===== src/rtl/fc_sched_pkg.sv =====
// fc_sched_pkg: shared definitions for the fully-connected layer sequencer.
//   - fc_state_e : sequencer FSM states
//   - FC_K / FC_G / FC_KPB : K, G and K/PI for the default layer shape
//   - fc_k / fc_g / fc_kpb : the same quantities for any parameter set
//   - fc_cnt_w / fc_k_w / fc_g_w / fc_bank_w : counter width helpers
package fc_sched_pkg;

  typedef enum logic [2:0] {
    ST_IDLE  = 3'd0,
    ST_FETCH = 3'd1,
    ST_DRAIN = 3'd2,
    ST_WRITE = 3'd3,
    ST_FIN   = 3'd4
  } fc_state_e;

  localparam int FC_INNEURON_DEF  = 800;
  localparam int FC_OUTNEURON_DEF = 500;
  localparam int FC_PI_DEF        = 4;
  localparam int FC_PO_DEF        = 2;

  localparam int FC_K   = FC_INNEURON_DEF / 2;
  localparam int FC_G   = FC_OUTNEURON_DEF / FC_PO_DEF;
  localparam int FC_KPB = FC_K / FC_PI_DEF;

  // Reads per output group: each input RAM port covers half the neurons.
  function automatic int fc_k(input int inneuron);
    return inneuron / 2;
  endfunction

  // Number of output groups.
  function automatic int fc_g(input int outneuron, input int po);
    return outneuron / po;
  endfunction

  // Elements of k that live in one input bank.
  function automatic int fc_kpb(input int inneuron, input int pi);
    return (inneuron / 2) / pi;
  endfunction

  // Bits needed for a counter running 0..n-1 (at least one bit).
  function automatic int fc_cnt_w(input int n);
    return (n > 1) ? $clog2(n) : 1;
  endfunction

  function automatic int fc_k_w(input int inneuron);
    return fc_cnt_w(inneuron / 2);
  endfunction

  function automatic int fc_g_w(input int outneuron, input int po);
    return fc_cnt_w(outneuron / po);
  endfunction

  function automatic int fc_bank_w(input int pi);
    return fc_cnt_w(pi);
  endfunction

endpackage


===== src/rtl/fc_sched_delay.sv =====
// fc_sched_delay: RD_LAT-deep shift register that re-aligns the read-side
// control {valid, first, bank} with data returning from the BRAMs.
// Ports: clock, reset (sync, active-high), valid_in/first_in/bank_in from the
// issue side, valid_out/first_out/bank_out aligned to the BRAM output.
module fc_sched_delay
  import fc_sched_pkg::*;
#(
  parameter int RD_LAT = 2,
  parameter int BANK_W = 1
) (
  input  logic              clock,
  input  logic              reset,
  input  logic              valid_in,
  input  logic              first_in,
  input  logic [BANK_W-1:0] bank_in,
  output logic              valid_out,
  output logic              first_out,
  output logic [BANK_W-1:0] bank_out
);

  logic [RD_LAT-1:0] valid_r;
  logic [RD_LAT-1:0] first_r;
  logic [BANK_W-1:0] bank_r [RD_LAT];

  // Shift the control tuple one stage per cycle; reset empties the line.
  always_ff @(posedge clock) begin
    if (reset) begin
      valid_r <= '0;
      first_r <= '0;
      for (int i = 0; i < RD_LAT; i++) begin
        bank_r[i] <= '0;
      end
    end else begin
      valid_r[0] <= valid_in;
      first_r[0] <= first_in;
      bank_r[0]  <= bank_in;
      for (int i = 1; i < RD_LAT; i++) begin
        valid_r[i] <= valid_r[i-1];
        first_r[i] <= first_r[i-1];
        bank_r[i]  <= bank_r[i-1];
      end
    end
  end

  assign valid_out = valid_r[RD_LAT-1];
  assign first_out = first_r[RD_LAT-1];
  assign bank_out  = bank_r[RD_LAT-1];

endmodule


===== src/rtl/fc_layer_sched.sv =====
// fc_layer_sched: sequencer for one fully-connected layer.
// On start it walks every output group: K cycles of input/weight reads,
// a drain while the MAC pipeline empties, then one output-buffer write
// (held off by out_full). done pulses after the last group.
// Ports: clock/reset (sync, active-high); start/busy/done handshake;
// in_rd_en/in_addr_a/in_addr_b and w_rd_en/w_addr to the BRAMs;
// bank_sel/accum_en/accum_sload to the PI mux and MAC lanes;
// out_full/out_wr_en/out_addr to the output buffer.
// Optional macro FC_SCHED_PERF_EN adds perf_cycles (busy cycles) and
// perf_stall (cycles in WRITE blocked by out_full), 32-bit saturating.
module fc_layer_sched
  import fc_sched_pkg::*;
#(
  parameter int INNEURON                = 800,
  parameter int OUTNEURON               = 500,
  parameter int PI                      = 4,
  parameter int PO                      = 2,
  parameter int FC_INNEURON_ADDR_WIDTH  = 10,
  parameter int FC_WEIGHT_ADDR_WIDTH    = 16,
  parameter int FC_OUTNEURON_ADDR_WIDTH = 9,
  parameter int RD_LAT                  = 2,
  parameter int ACC_LAT                 = 1
) (
  input  logic                               clock,
  input  logic                               reset,
  input  logic                               start,
  output logic                               busy,
  output logic                               done,
  output logic                               in_rd_en,
  output logic [FC_INNEURON_ADDR_WIDTH-1:0]  in_addr_a,
  output logic [FC_INNEURON_ADDR_WIDTH-1:0]  in_addr_b,
  output logic                               w_rd_en,
  output logic [FC_WEIGHT_ADDR_WIDTH-1:0]    w_addr,
  output logic [fc_bank_w(PI)-1:0]           bank_sel,
  output logic                               accum_en,
  output logic                               accum_sload,
  input  logic                               out_full,
  output logic                               out_wr_en,
  output logic [FC_OUTNEURON_ADDR_WIDTH-1:0] out_addr
`ifdef FC_SCHED_PERF_EN
  ,
  output logic [31:0]                        perf_cycles,
  output logic [31:0]                        perf_stall
`endif
);

  localparam int K          = fc_k(INNEURON);
  localparam int G          = fc_g(OUTNEURON, PO);
  localparam int KPB        = fc_kpb(INNEURON, PI);
  localparam int KW         = fc_k_w(INNEURON);
  localparam int GW         = fc_g_w(OUTNEURON, PO);
  localparam int BW         = fc_bank_w(PI);
  localparam int DW         = fc_cnt_w(RD_LAT + ACC_LAT);
  localparam int DRAIN_INIT = RD_LAT + ACC_LAT - 1;

  fc_state_e         state_r, state_nxt;
  logic [KW-1:0]     k_r, k_nxt;
  logic [GW-1:0]     grp_r, grp_nxt;
  logic [DW-1:0]     wait_r, wait_nxt;

  logic                              rd_en_s;
  logic                              first_s;
  logic [BW-1:0]                     bank_s;
  logic [FC_INNEURON_ADDR_WIDTH-1:0] in_addr_s;
  logic [FC_WEIGHT_ADDR_WIDTH-1:0]   w_addr_s;

  // State and counter registers.
  always_ff @(posedge clock) begin
    if (reset) begin
      state_r <= ST_IDLE;
      k_r     <= '0;
      grp_r   <= '0;
      wait_r  <= '0;
    end else begin
      state_r <= state_nxt;
      k_r     <= k_nxt;
      grp_r   <= grp_nxt;
      wait_r  <= wait_nxt;
    end
  end

  // Next-state and counter update logic.
  always_comb begin
    state_nxt = state_r;
    k_nxt     = k_r;
    grp_nxt   = grp_r;
    wait_nxt  = wait_r;
    case (state_r)
      ST_IDLE: begin
        if (start) begin
          k_nxt     = '0;
          grp_nxt   = '0;
          state_nxt = ST_FETCH;
        end else begin
          state_nxt = ST_IDLE;
        end
      end
      ST_FETCH: begin
        if (k_r == KW'(K - 1)) begin
          k_nxt     = '0;
          wait_nxt  = DW'(DRAIN_INIT);
          state_nxt = ST_DRAIN;
        end else begin
          k_nxt = k_r + KW'(1);
        end
      end
      ST_DRAIN: begin
        if (wait_r == '0) begin
          state_nxt = ST_WRITE;
        end else begin
          wait_nxt = wait_r - DW'(1);
        end
      end
      ST_WRITE: begin
        if (!out_full) begin
          if (grp_r == GW'(G - 1)) begin
            state_nxt = ST_FIN;
          end else begin
            grp_nxt   = grp_r + GW'(1);
            state_nxt = ST_FETCH;
          end
        end else begin
          state_nxt = ST_WRITE;
        end
      end
      ST_FIN: begin
        state_nxt = ST_IDLE;
      end
      default: begin
        state_nxt = ST_IDLE;
      end
    endcase
  end

  // Read-side address generation; everything is zero outside FETCH so the
  // delay line carries bank 0 on idle slots.
  always_comb begin
    rd_en_s = (state_r == ST_FETCH);
    if (rd_en_s) begin
      first_s   = (k_r == '0);
      bank_s    = BW'(32'(k_r) / 32'(KPB));
      in_addr_s = FC_INNEURON_ADDR_WIDTH'(32'(k_r) % 32'(KPB));
      w_addr_s  = FC_WEIGHT_ADDR_WIDTH'(32'(grp_r) * 32'(K) + 32'(k_r));
    end else begin
      first_s   = 1'b0;
      bank_s    = '0;
      in_addr_s = '0;
      w_addr_s  = '0;
    end
  end

  fc_sched_delay #(
    .RD_LAT (RD_LAT),
    .BANK_W (BW)
  ) u_delay (
    .clock     (clock),
    .reset     (reset),
    .valid_in  (rd_en_s),
    .first_in  (first_s),
    .bank_in   (bank_s),
    .valid_out (accum_en),
    .first_out (accum_sload),
    .bank_out  (bank_sel)
  );

  assign busy      = (state_r != ST_IDLE);
  assign done      = (state_r == ST_FIN);
  assign in_rd_en  = rd_en_s;
  assign w_rd_en   = rd_en_s;
  assign in_addr_a = in_addr_s;
  assign in_addr_b = in_addr_s;
  assign w_addr    = w_addr_s;
  assign out_wr_en = (state_r == ST_WRITE) && !out_full;
  assign out_addr  = (state_r == ST_WRITE) ? FC_OUTNEURON_ADDR_WIDTH'(grp_r) : '0;

`ifdef FC_SCHED_PERF_EN
  // Saturating activity counters, cleared by an accepted start.
  always_ff @(posedge clock) begin
    if (reset) begin
      perf_cycles <= 32'd0;
      perf_stall  <= 32'd0;
    end else if ((state_r == ST_IDLE) && start) begin
      perf_cycles <= 32'd0;
      perf_stall  <= 32'd0;
    end else begin
      if (busy && (perf_cycles != 32'hFFFF_FFFF)) begin
        perf_cycles <= perf_cycles + 32'd1;
      end
      if ((state_r == ST_WRITE) && out_full && (perf_stall != 32'hFFFF_FFFF)) begin
        perf_stall <= perf_stall + 32'd1;
      end
    end
  end
`endif

endmodule


===== config.mk =====
export PLATFORM = sky130hd
export DESIGN_NAME = fc_layer_sched
export DESIGN_NICKNAME = d
export VERILOG_FILES = /design/src/rtl/fc_sched_pkg.sv /design/src/rtl/fc_sched_delay.sv /design/src/rtl/fc_layer_sched.sv
export SDC_FILE = /design/constraint.sdc
export NUM_CORES = 1
export LEC_CHECK = 0
export CAP_MARGIN = 20
export CORE_ASPECT_RATIO = 1.1
export CORE_MARGIN = 4
export CORE_UTILIZATION = 45
export CTS_CLUSTER_DIAMETER = 30
export DETAILED_ROUTE_END_ITERATION = 16
export PLACE_DENSITY = 0.71
export SYNTH_ARGS = -nofsm -noshare
export SYNTH_HDL_FRONTEND = slang
export SYNTH_HIERARCHICAL = 1
export SYNTH_SLANG_ARGS = --single-unit

===== constraint.sdc =====
create_clock -name clock -period 3.85 [get_ports clock]
set_clock_uncertainty 0.1 [all_clocks]
set_input_delay 0.385 -clock clock [delete_from_list [all_inputs] [get_ports clock]]
set_output_delay 0.385 -clock clock [all_outputs]
set_load 0.005 [all_outputs]

==> results.yml, run 1 <==
power:
  power_report.internal_total_uw: 558
  switching_share_pct: 32.7
  power_leakage_nw: 2.00
  power_dens_cells_nw_per_um2: 198
  largest_vdd_supply_drop_uv: 167
  power.share.sequential_pct: 41.5
  power.share.combinational_pct: 25.8
  p_switching_uw: 271
  clockPowerShare_pct: 32.7
detailed_routing:
  routed-via-count: 3037
  routed_wirelength_mm: 8.40
  routedWlPerCell_um: 15.0
  detailed_router_iteration_count_before_antenna_repair: 4
  route.detailed.vias_per_inst: 5.42
  drc: 0
  first_iter_violations: 173
  ant_nets: 0
critical_path:
  timing.critical_path.arrival_ns: 3.55
  setup.worst_path.end_class: "primary output"
  critical_path_required_ns: 3.37
  cpMostUsedCell: "sky130_fd_sc_hd__inv_2"
  critPathMaxStageDelay_ns: 0.54
  type_of_the_setup_path_with_the_least_slack: "flop to primary output"
  critical_path_peak_fanout: 4
  setup.worst_path.start_class: "flop"
  critical_path.cell_chain: "inv_2, ha_4, inv_2, ha_4, inv_2, fa_1, inv_2, ha_4, nand2b_4, a21oi_4, xor2_1, and3_1, buf_4, nand4b_1, xnor3_1, nor2_1, buf_2"
  crit_slowest_cell: "sky130_fd_sc_hd__fa_1"
synthesis:
  synth-seq-cells: 30
  number_of_synthesized_flops_with_an_enable_pin: 0
  synth.largest_area_cell: "sky130_fd_sc_hd__dfxtp_1"
  synth.net_count: 444
  most_common_flop_cell_mapped_by_yosys: "sky130_fd_sc_hd__dfxtp_1"
  synth_top_cells_by_area: "sky130_fd_sc_hd__dfxtp_1, sky130_fd_sc_hd__ha_1, sky130_fd_sc_hd__nor2_1"
  syn_avg_cell_area_um2: 7.76
  netlist_instances: 398
  ys_async_rst_share_pct: 0
  synth_sequential_area_ratio_pct: 19.4
  yosys_warnings: 6
  synthDominantCellAreaShare_pct: 19.4
  mappedNetlistArea_um2: 3090
  synthDistinctLibCells: 69
clock_network:
  clkLatencyLatePin_ns: 0.29
  tritoncts: "built"
  library_cell_used_as_clock_root_buffer: "sky130_fd_sc_hd__clkbuf_8"
  clock_tree.htree_level_count: 2
  clock_sink_count: 30
  cts.clk_slew.worst_paths_ns: 0.07
  cts_made_buffers: 5
  max-clock-path-buffers: 2
grt:
  globalRoute.totalOverflow: 0
  grt_use_total_pct: 20.5
  grt_pass1_vias: 3095
  grt_first_pass_wirelength_mm: 13.8
  initial_antenna_violation_count: 0
  pin_count_of_the_biggest_net_entering_global_routing: 27
placement:
  dp_hpwl_mm: 6.19
  detailed_place.area_um2: 3820
  routabilityCongestion: 0.849
  io_buffers: 56
  dp.cells: 539
timing:
  rsz_0062_raised_after_global_routing: "true"
  worstMarginPinSlew_ns: 0.838
  worst_hold_slack_ns: 0.336
  max_slew_margin_pct: 43.6
  layout_worst_path_cycle_share_pct: 105
  report.final.slew_viol_count: 0
  layout_min_cycle_time_ns: 4.03
  max_freq_mhz: 248
  setup_slack_ns: -0.183
  hold_violation_total_from_the_final_report: 0
  setup-violations-final: 1
run_status:
  violations: "setup timing"
  status: "finished with violations"
floorplanning:
  row_count: 31
  floorplan.io_pins: 58
  die_y_um: 94.9
  dieArea_um2: 8250
  starting_density_of_the_core_pct: 46.6
  die_width_um: 87.0
  placeableCoreArea_um2: 6630
final_layout:
  final_nets: 523
  final_design_area_no_fill_um2: 4180
  drive_above_1_share_pct: 21.8
  instances_no_fill: 560
  mostFrequentLayoutCells: "sky130_fd_sc_hd__nor2_1, sky130_fd_sc_hd__buf_4, sky130_fd_sc_hd__clkdlybuf4s50_1, sky130_fd_sc_hd__ha_1, sky130_fd_sc_hd__inv_1"
  layout.cells.most_common: "sky130_fd_sc_hd__nor2_1"
  area_delta_synth_final_pct: 35.3
  antenna_cells: 0
flow_run:
  max_cap_violations: 0
worst_hold_path:
  holdCritPathClass: "flop to flop"
## critical path, delay by kind of cell, from the launching register on
| family | cells | cell delay (ns) |
|---|---|---|
| xor+xnor | 2 | 0.56 |
| compound gates | 1 | 0.15 |
| fa+ha+maj | 4 | 1.35 |
| flops | 1 | 0.35 |
| simple gates | 4 | 0.45 |
| buf+inv | 6 | 0.39 |
## power groups by stage
stage	registers (mW)	logic, mW	clock network (mW)
after floorplan	0.348	0.145	0
after global routing	0.346	0.242	0.287
after CTS	0.344	0.216	0.276
final	0.344	0.214	0.271
after global placement	0.350	0.211	0
after detailed placement	0.351	0.215	0
## synth_stat cells, types with 2 or more instances
cell type	count
sky130_fd_sc_hd__nor2_1	54
sky130_fd_sc_hd__ha_1	38
sky130_fd_sc_hd__inv_1	34
sky130_fd_sc_hd__dfxtp_1	30
sky130_fd_sc_hd__a21oi_1	21
sky130_fd_sc_hd__o21ai_0	21
sky130_fd_sc_hd__buf_4	17
sky130_fd_sc_hd__nand2_1	17
sky130_fd_sc_hd__xnor2_1	15
sky130_fd_sc_hd__and2_1	14
sky130_fd_sc_hd__nor2b_1	13
sky130_fd_sc_hd__nand3_1	12
sky130_fd_sc_hd__clkbuf_1	8
sky130_fd_sc_hd__nor3_1	7
sky130_fd_sc_hd__xor2_1	7
sky130_fd_sc_hd__buf_2	6
sky130_fd_sc_hd__nand2b_1	5
sky130_fd_sc_hd__nor4_1	5
sky130_fd_sc_hd__a211oi_1	4
sky130_fd_sc_hd__and3_1	4
sky130_fd_sc_hd__fa_1	4
sky130_fd_sc_hd__or3_1	4
sky130_fd_sc_hd__o21a_1	3
sky130_fd_sc_hd__a211o_1	2
sky130_fd_sc_hd__a31oi_1	2
sky130_fd_sc_hd__inv_2	2
sky130_fd_sc_hd__mux2_2	2
sky130_fd_sc_hd__nand4_1	2
sky130_fd_sc_hd__nand4b_1	2
sky130_fd_sc_hd__nor3_2	2
sky130_fd_sc_hd__o211a_1	2
sky130_fd_sc_hd__o31ai_1	2
## final cells by class
class	instances	area (um2)
fill	586	2450
clock inverter	2	12.5
multi-input combinational	299	2300
sequential	30	603
inverter	36	135
tap	82	103
clock buffer	6	82.6
timing repair buffer	105	938
## cell families after synthesis
group / Yosys count / synth area share [%]
AOI/OAI and AO/OA: 78 / 17.8
xor gates and xnor gates: 23 / 6.97
adders and majority gates: 43 / 18.4
buffers and inverters: 69 / 10.9
DFF: 30 / 19.4
muxes: 3 / 1.05
other: 1 / 0.121
and+or+nand+nor: 151 / 25.3
## final timing paths
check | start | to | slack, ns | depth (start not counted)
worst max-delay path | grp_r[2] | w_addr[15] | -0.18 | 17
worst min-delay path | u_delay/valid_r[0] | u_delay/valid_r[1] | 0.34 | 1
worst max register to register | k_r[6] | u_delay/bank_r[0][0] | 0.93 | 13
worst min register to register | u_delay/valid_r[0] | u_delay/valid_r[1] | 0.34 | 1
## per-stage QoR
step	total power [mW]	utilization [%]	setup WS, ns	TNS, ns
6_report	0.829	63.0	-0.183	-0.183
5_1_grt	0.875	63.0	-0.338	-0.801
4_1_cts	0.836	60.6	-0.240	-0.240
3_5_place_dp	0.566	57.6	-0.288	-0.571
3_3_place_gp	0.560	57.6	-0.182	-0.251
2_1_floorplan	0.493	-	0.283	0
## sequential cells by signal, indices dropped and copies added, names as in the netlist
| register | count |
|---|---|
| grp_r | 8 |
| k_r | 9 |
| state_r | 3 |
| u_delay/bank_r | 4 |
| u_delay/first_r | 2 |
| u_delay/valid_r | 2 |
| wait_r | 2 |
## layer usage
layer	track usage [%]	up-vias	routed length (um)
met5	0	-	0
li1	-	1499	-
met3	3.05	22	402
met2	39.6	85	4590
met4	6.75	0	201
met1	22.2	1431	3200
## what timing repair did
| item | 4_1_cts | 5_1_grt |
|---|---|---|
| buffers inserted | 4 | 9 |
| gates resized for setup | 20 | 35 |
| pin swaps | 7 | 22 |
| endpoints found under the setup margin | 6 | 19 |
| hold buffers | 0 | 0 |
No activity file was read; power rests on OpenSTA's default activity.
==> run 2: changes to the inputs <==
GPL_ROUTABILITY_DRIVEN = 0   (was default)
PLACE_DENSITY = 0.73   (was 0.71)
clock period = 3.42 ns   (was 3.85 ns; I/O delays follow)
==> run 2 against run 1 <==
Against the previous run: critical endpoint unchanged; highest routed layer unchanged; first-iteration DRC count grew 7.5%; die area is the same; count of clock-buffer cells in the layout shrank 1; core utilization grew 2.6 points; the flow still finishes with violations (setup timing).
==> results.yml, run 2 (synthesized netlist as in run 1, its figures left out) <==
worst_hold_path:
  hold_critical_path_depth: 1
  hold_end: "u_delay/bank_r[0][2]"
  holdCritPathClass: "flop to flop"
  hold_path.startpoint: "u_delay/bank_r[0][0]"
grt:
  grt_use_total_pct: 20.5
  groute.layer.met3.usage_pct: 4.01
  grt_first_pass_wirelength_mm: 13.7
  grt_most_used_layer: "met2"
  initial_antenna_violation_count: 0
  groute.layer.met2.usage_pct: 37.8
  pin_count_of_the_biggest_net_entering_global_routing: 27
  globalRoute.totalOverflow: 0
  grt_pass1_vias: 3025
  m1_gr_usage_pct: 23.3
detailed_routing:
  routed-via-count: 3146
  routedWlPerCell_um: 14.2
  first_iter_violations: 186
  route.detailed.vias_per_inst: 5.39
  routed_wirelength_mm: 8.29
  drc: 0
  ant_nets: 0
  detailed_router_iteration_count_before_antenna_repair: 4
final_layout:
  fill_cells: 558
  antenna_cells: 0
  register_containing_the_most_flip_flops_in_the_final_layout: "k_r"
  final_design_area_no_fill_um2: 4350
  area_delta_synth_final_pct: 40.9
  largest_reg_flops: 9
  final-seq-area_um2: 611
  final_nets: 548
  reg.largest.list: "k_r x9, grp_r x8, u_delay/bank_r x4"
  drive_above_1_share_pct: 29.1
  mostFrequentLayoutCells: "sky130_fd_sc_hd__buf_4, sky130_fd_sc_hd__nor2_1, sky130_fd_sc_hd__clkdlybuf4s50_1, sky130_fd_sc_hd__ha_1, sky130_fd_sc_hd__inv_1"
  layout.cells.most_common: "sky130_fd_sc_hd__buf_4"
  multiInputGateArea_um2: 2340
critical_path:
  critical_path_required_ns: 2.98
  timing.rr.start: "k_r[6]"
  critical_path_peak_fanout: 4
  ff2ff_setup_slack_ns: 0.26
  setup.worst_path.start_class: "flop"
  timing.critical_path.arrival_ns: 3.34
  setup.worst_path.end_class: "primary output"
  reg2reg_depth: 17
  type_of_the_setup_path_with_the_least_slack: "flop to primary output"
  timing.rr.end: "u_delay/bank_r[0][0]"
clock_network:
  cts_made_buffers: 5
  max-clock-path-buffers: 2
  clock_sink_count: 30
  library_cell_used_as_clock_root_buffer: "sky130_fd_sc_hd__clkbuf_8"
  postCtsHoldBufs: 0
  cts.clk_slew.worst_paths_ns: 0.07
  tritoncts: "built"
  clock_tree.htree_level_count: 2
  clkLatencyLatePin_ns: 0.29
timing:
  worst_hold_slack_ns: 0.340
  report.final.slew_viol_count: 0
  layout_worst_path_cycle_share_pct: 111
  layout_min_cycle_time_ns: 3.78
  hold_violation_total_from_the_final_report: 0
  worstMarginPinSlew_ns: 0.787
  finalSetupTns_ns: -4.03
  setup-violations-final: 18
  setup_slack_ns: -0.363
  max_slew_margin_pct: 47.1
  max_freq_mhz: 264
  rsz_0062_raised_after_global_routing: "true"
floorplanning:
  floorplan.io_pins: 58
  die_width_um: 87.0
  row_count: 31
  placeableCoreArea_um2: 6630
  starting_density_of_the_core_pct: 46.6
  dieArea_um2: 8250
  die_y_um: 94.9
placement:
  dp_hpwl_mm: 6.02
  post-place-ws_ns: -0.601
  detailed_place.area_um2: 3990
  io_buffers: 56
power:
  power_dens_cells_nw_per_um2: 208
  largest_vdd_supply_drop_uv: 225
  power_uw: 907
  power_leakage_nw: 1.97
flow_run:
  max_cap_violations: 0
run_status:
  violations: "setup timing"
  status: "finished with violations"
[run 2: cell count changes in the layout (fill, tap and decap cells not counted), sizes merged]
cell           delta
buf              +35
clkdlybuf4s50     -3
dlygate4sd2       -1
clkinvlp          -1
dlymetal6s2s     -10
clkinv            +1
clkdlybuf4s15     +3
[run 2: final cells by class]
| cell class | count | share of cell area, % |
|---|---|---|
| clock buffers | 5 | 1.58 |
| well taps | 82 | 2.36 |
| flip-flops and latches | 30 | 14.0 |
| inverters | 36 | 3.16 |
| multi-input cells | 299 | 53.8 |
| clock inverters | 2 | 0.230 |
| repair buffers | 130 | 24.8 |
[run 2: worst max path at each step]
stage               startpoint          to  slack, ns  cells past startpoint
floorplan             grp_r[2]  w_addr[15]      0.006                     15
CTS                   grp_r[2]  w_addr[15]      -0.35                     17
global route          grp_r[2]  w_addr[15]      -0.56                     16
global placement      grp_r[2]  w_addr[15]      -0.49                     16
detailed placement    grp_r[2]  w_addr[15]      -0.60                     16
finish                grp_r[2]  w_addr[15]      -0.36                     16
[run 2: metal layers]
layer	wire length, um	up-vias
li1	-	1554
met1	3250	1489
met2	4450	84
met3	420	19
met4	174	0
met5	0	-
[run 2: through the flow]
| stage | instances | util [%] |
|---|---|---|
| finish | 584 | 65.6 |
| global placement | 559 | 60.2 |
| detailed placement | 559 | 60.2 |
| global route | 584 | 65.6 |
| floorplan | 398 | - |
| CTS | 582 | 64.6 |
[run 2: where the power goes]
group / switching (mW) / internal (mW) / total [mW] / leakage, nW
Clock: 0.136 / 0.136 / 0.272 / 0.0438
Combinational: 0.145 / 0.102 / 0.247 / 1.68
Sequential: 0.0184 / 0.369 / 0.387 / 0.246
[run 2: repair_timing]
action / CTS / global route
setup endpoints to repair: 23 / 21
pin swaps: 29 / 15
gates resized for setup: 95 / 11
buffers inserted: 16 / 2
[run 2: critical path: stages (launching register included)]
cell	delay (ns)
sky130_fd_sc_hd__dfxtp_4	0.37
sky130_fd_sc_hd__inv_4	0.04
sky130_fd_sc_hd__ha_4	0.26
sky130_fd_sc_hd__inv_2	0.04
sky130_fd_sc_hd__ha_4	0.25
sky130_fd_sc_hd__inv_2	0.03
sky130_fd_sc_hd__fa_1	0.49
sky130_fd_sc_hd__inv_2	0.05
sky130_fd_sc_hd__ha_4	0.25
sky130_fd_sc_hd__o21ai_0	0.19
sky130_fd_sc_hd__o21bai_1	0.11
sky130_fd_sc_hd__a21oi_2	0.16
sky130_fd_sc_hd__o21ai_0	0.08
sky130_fd_sc_hd__o21ai_0	0.09
sky130_fd_sc_hd__xnor3_1	0.42
sky130_fd_sc_hd__nor2_1	0.09
sky130_fd_sc_hd__buf_2	0.12
==> run 3: changes to the inputs <==
ABC_AREA = 1   (was default)
SLEW_MARGIN = 10   (was default)
==> run 3 against run 2 <==
Against the previous run: the flow still finishes with violations (setup timing); setup slack gained 0.14 ns; area after synthesis grew 0.41%; sequential power grew 5%; largest cell class unchanged.
==> results.yml, run 3 <==
clock_network:
  clkLatencyLatePin_ns: 0.28
  clock_tree.htree_level_count: 2
  max-clock-path-buffers: 2
  tritoncts: "built"
  clock_sink_count: 30
  library_cell_used_as_clock_root_buffer: "sky130_fd_sc_hd__clkbuf_8"
  postCtsHoldBufs: 0
  cts.clk_slew.worst_paths_ns: 0.07
  cts_made_buffers: 5
final_layout:
  area_delta_synth_final_pct: 42.1
  fill_cells: 544
  largest_reg_flops: 9
  antenna_cells: 0
  mostFrequentLayoutCells: "sky130_fd_sc_hd__nand2_1, sky130_fd_sc_hd__inv_1, sky130_fd_sc_hd__nor2_1, sky130_fd_sc_hd__buf_4, sky130_fd_sc_hd__clkdlybuf4s50_1"
  register_containing_the_most_flip_flops_in_the_final_layout: "k_r"
  drive_above_1_share_pct: 27.0
  final_nets: 615
  layout.cells.most_common: "sky130_fd_sc_hd__nand2_1"
  utilization_pct: 66.4
  reg.largest.list: "k_r x9, grp_r x8, u_delay/bank_r x4"
flow_run:
  max_cap_violations: 0
grt:
  globalRoute.totalOverflow: 0
  pin_count_of_the_biggest_net_entering_global_routing: 21
  grt_use_total_pct: 19.7
  grt_pass1_vias: 3150
  initial_antenna_violation_count: 0
  grt_first_pass_wirelength_mm: 13.5
timing:
  setup_slack_ns: -0.222
  hold_violation_total_from_the_final_report: 0
  report.final.slew_viol_count: 0
  layout_min_cycle_time_ns: 3.64
  setup-violations-final: 5
  worst_hold_slack_ns: 0.301
  rsz_0062_raised_after_global_routing: "true"
  layout_worst_path_cycle_share_pct: 107
  worstMarginPinSlew_ns: 0.586
  max_freq_mhz: 275
  max_slew_margin_pct: 60.7
critical_path:
  critical_path_peak_fanout: 4
  crit_slowest_cell: "sky130_fd_sc_hd__fa_1"
  timing.rr.end: "k_r[7]"
  timing.critical_path.buf_inv: 6
  critical_path_required_ns: 2.98
  critPathMaxStageDelay_ns: 0.48
  ff2ff_setup_slack_ns: 0.83
  critical_path.cell_chain: "inv_2, ha_4, inv_2, ha_4, inv_2, fa_1, inv_2, ha_4, a21oi_2, nand2_2, a21oi_2, o21ai_1, xnor2_1, buf_4, nor2_4, nand3_2, nand2_1, nor2_1, buf_2"
  cpMostUsedCell: "sky130_fd_sc_hd__inv_2"
  timing.critical_path.arrival_ns: 3.20
  reg2reg_depth: 9
  crit_family: "adder cells"
  setup.worst_path.end_class: "primary output"
  type_of_the_setup_path_with_the_least_slack: "flop to primary output"
  crit_start: "grp_r[2]"
  setup.worst_path.start_class: "flop"
  timing.rr.start: "state_r[0]"
detailed_routing:
  routed_wirelength_mm: 8.15
  drc: 0
  routed-via-count: 3285
  detailed_router_iteration_count_before_antenna_repair: 4
  ant_nets: 0
  route.detailed.vias_per_inst: 5.04
  routedWlPerCell_um: 12.5
  first_iter_violations: 139
synthesis:
  yosys_warnings: 6
  synth.largest_area_cell: "sky130_fd_sc_hd__dfxtp_1"
  synth_sequential_area_ratio_pct: 19.4
  number_of_synthesized_flops_with_an_enable_pin: 0
  ys_async_rst_share_pct: 0
  synthDistinctLibCells: 43
  netlist_instances: 473
  synth_top_cells_by_area: "sky130_fd_sc_hd__dfxtp_1, sky130_fd_sc_hd__ha_1, sky130_fd_sc_hd__inv_1"
  syn_avg_cell_area_um2: 6.55
  mappedNetlistArea_um2: 3100
  synth-seq-cells: 30
  post-synth-top-count-cell: "sky130_fd_sc_hd__inv_1"
  most_common_flop_cell_mapped_by_yosys: "sky130_fd_sc_hd__dfxtp_1"
  post_synth_most_frequent_cells: "sky130_fd_sc_hd__inv_1, sky130_fd_sc_hd__nand2_1, sky130_fd_sc_hd__nor2_1, sky130_fd_sc_hd__ha_1, sky130_fd_sc_hd__a21oi_1"
  synth.net_count: 519
  synthDominantCellAreaShare_pct: 19.4
worst_hold_path:
  hold_critical_path_depth: 2
  hold_end: "u_delay/valid_r[1]"
  holdCritPathClass: "flop to flop"
  hold_path.startpoint: "u_delay/valid_r[0]"
floorplanning:
  dieArea_um2: 8280
  placeableCoreArea_um2: 6630
  floorplan.io_pins: 58
  die_y_um: 95.1
  starting_density_of_the_core_pct: 46.7
  die_width_um: 87.1
  row_count: 31
placement:
  io_buffers: 56
  dp_hpwl_mm: 6.12
  post-place-ws_ns: -0.504
power:
  power_dens_cells_nw_per_um2: 245
  power_mw: 1.08
  power_leakage_nw: 2.25
  largest_vdd_supply_drop_uv: 222
run_status:
  violations: "setup timing"
  status: "finished with violations"
[run 3: logic make-up after synthesis]
family | synth area share, %
and+or+nand+nor | 32.3
adders and majority gates | 17.9
DFF | 19.4
buffers and inverters | 15.3
AOI/OAI and AO/OA | 12.1
other | 0.121
xor gates and xnor gates | 2.82
[run 3: worst max-delay path by stage]
stage | slack, ns | end | cells after the start
after floorplan | 0.02 | w_addr[14] | 15
after CTS | -0.21 | w_addr[15] | 18
after global routing | -0.35 | w_addr[15] | 19
after detailed placement | -0.50 | w_addr[15] | 18
after global placement | -0.40 | w_addr[15] | 18
final | -0.22 | w_addr[15] | 19
[run 3: report_power, final]
group	internal (mW)	total, mW	switching, mW
Combinational	0.139	0.381	0.242
Clock	0.162	0.294	0.132
Sequential	0.383	0.405	0.0226
[run 3: layout make-up]
type / count / area [um2] / share of cell area [%]
well taps: 82 / 103 / 2.33
repair buffers: 110 / 960 / 21.8
inverters: 87 / 328 / 7.44
flip-flops and latches: 30 / 612 / 13.9
clock inverters: 1 / 5.00 / 0.114
multi-input cells: 335 / 2310 / 52.5
clock buffers: 7 / 86.3 / 1.96
[run 3: what timing repair did]
| action | 4_1_cts | 5_1_grt |
|---|---|---|
| resized for setup | 63 | 47 |
| buffers inserted | 5 | 8 |
| endpoints found under the setup margin | 11 | 21 |
| pin swaps | 27 | 25 |
[run 3: metrics by stage]
stage | instance area (um2) | cells | setup TNS (ns)
6_report | 4410 | 652 | -0.721
5_1_grt | 4410 | 652 | -1.54
4_1_cts | 4160 | 644 | -0.626
3_5_place_dp | 3920 | 631 | -2.29
3_3_place_gp | 3920 | 631 | -1.67
2_1_floorplan | 3100 | 473 | 0
[run 3: worst min-delay path, delay by kind of cell (launching register included)]
kind,cells,cell delay (ns)
buf+inv,1,0.04
flops,1,0.29
simple gates,1,0.03
[run 3: metal layers]
metal | up-vias | GRT usage [%] | wire (um)
met5 | - | 0 | 0
met4 | 0 | 5.12 | 78
met3 | 9 | 3.80 | 369
met2 | 84 | 36.6 | 4280
met1 | 1502 | 23.0 | 3420
li1 | 1690 | - | -
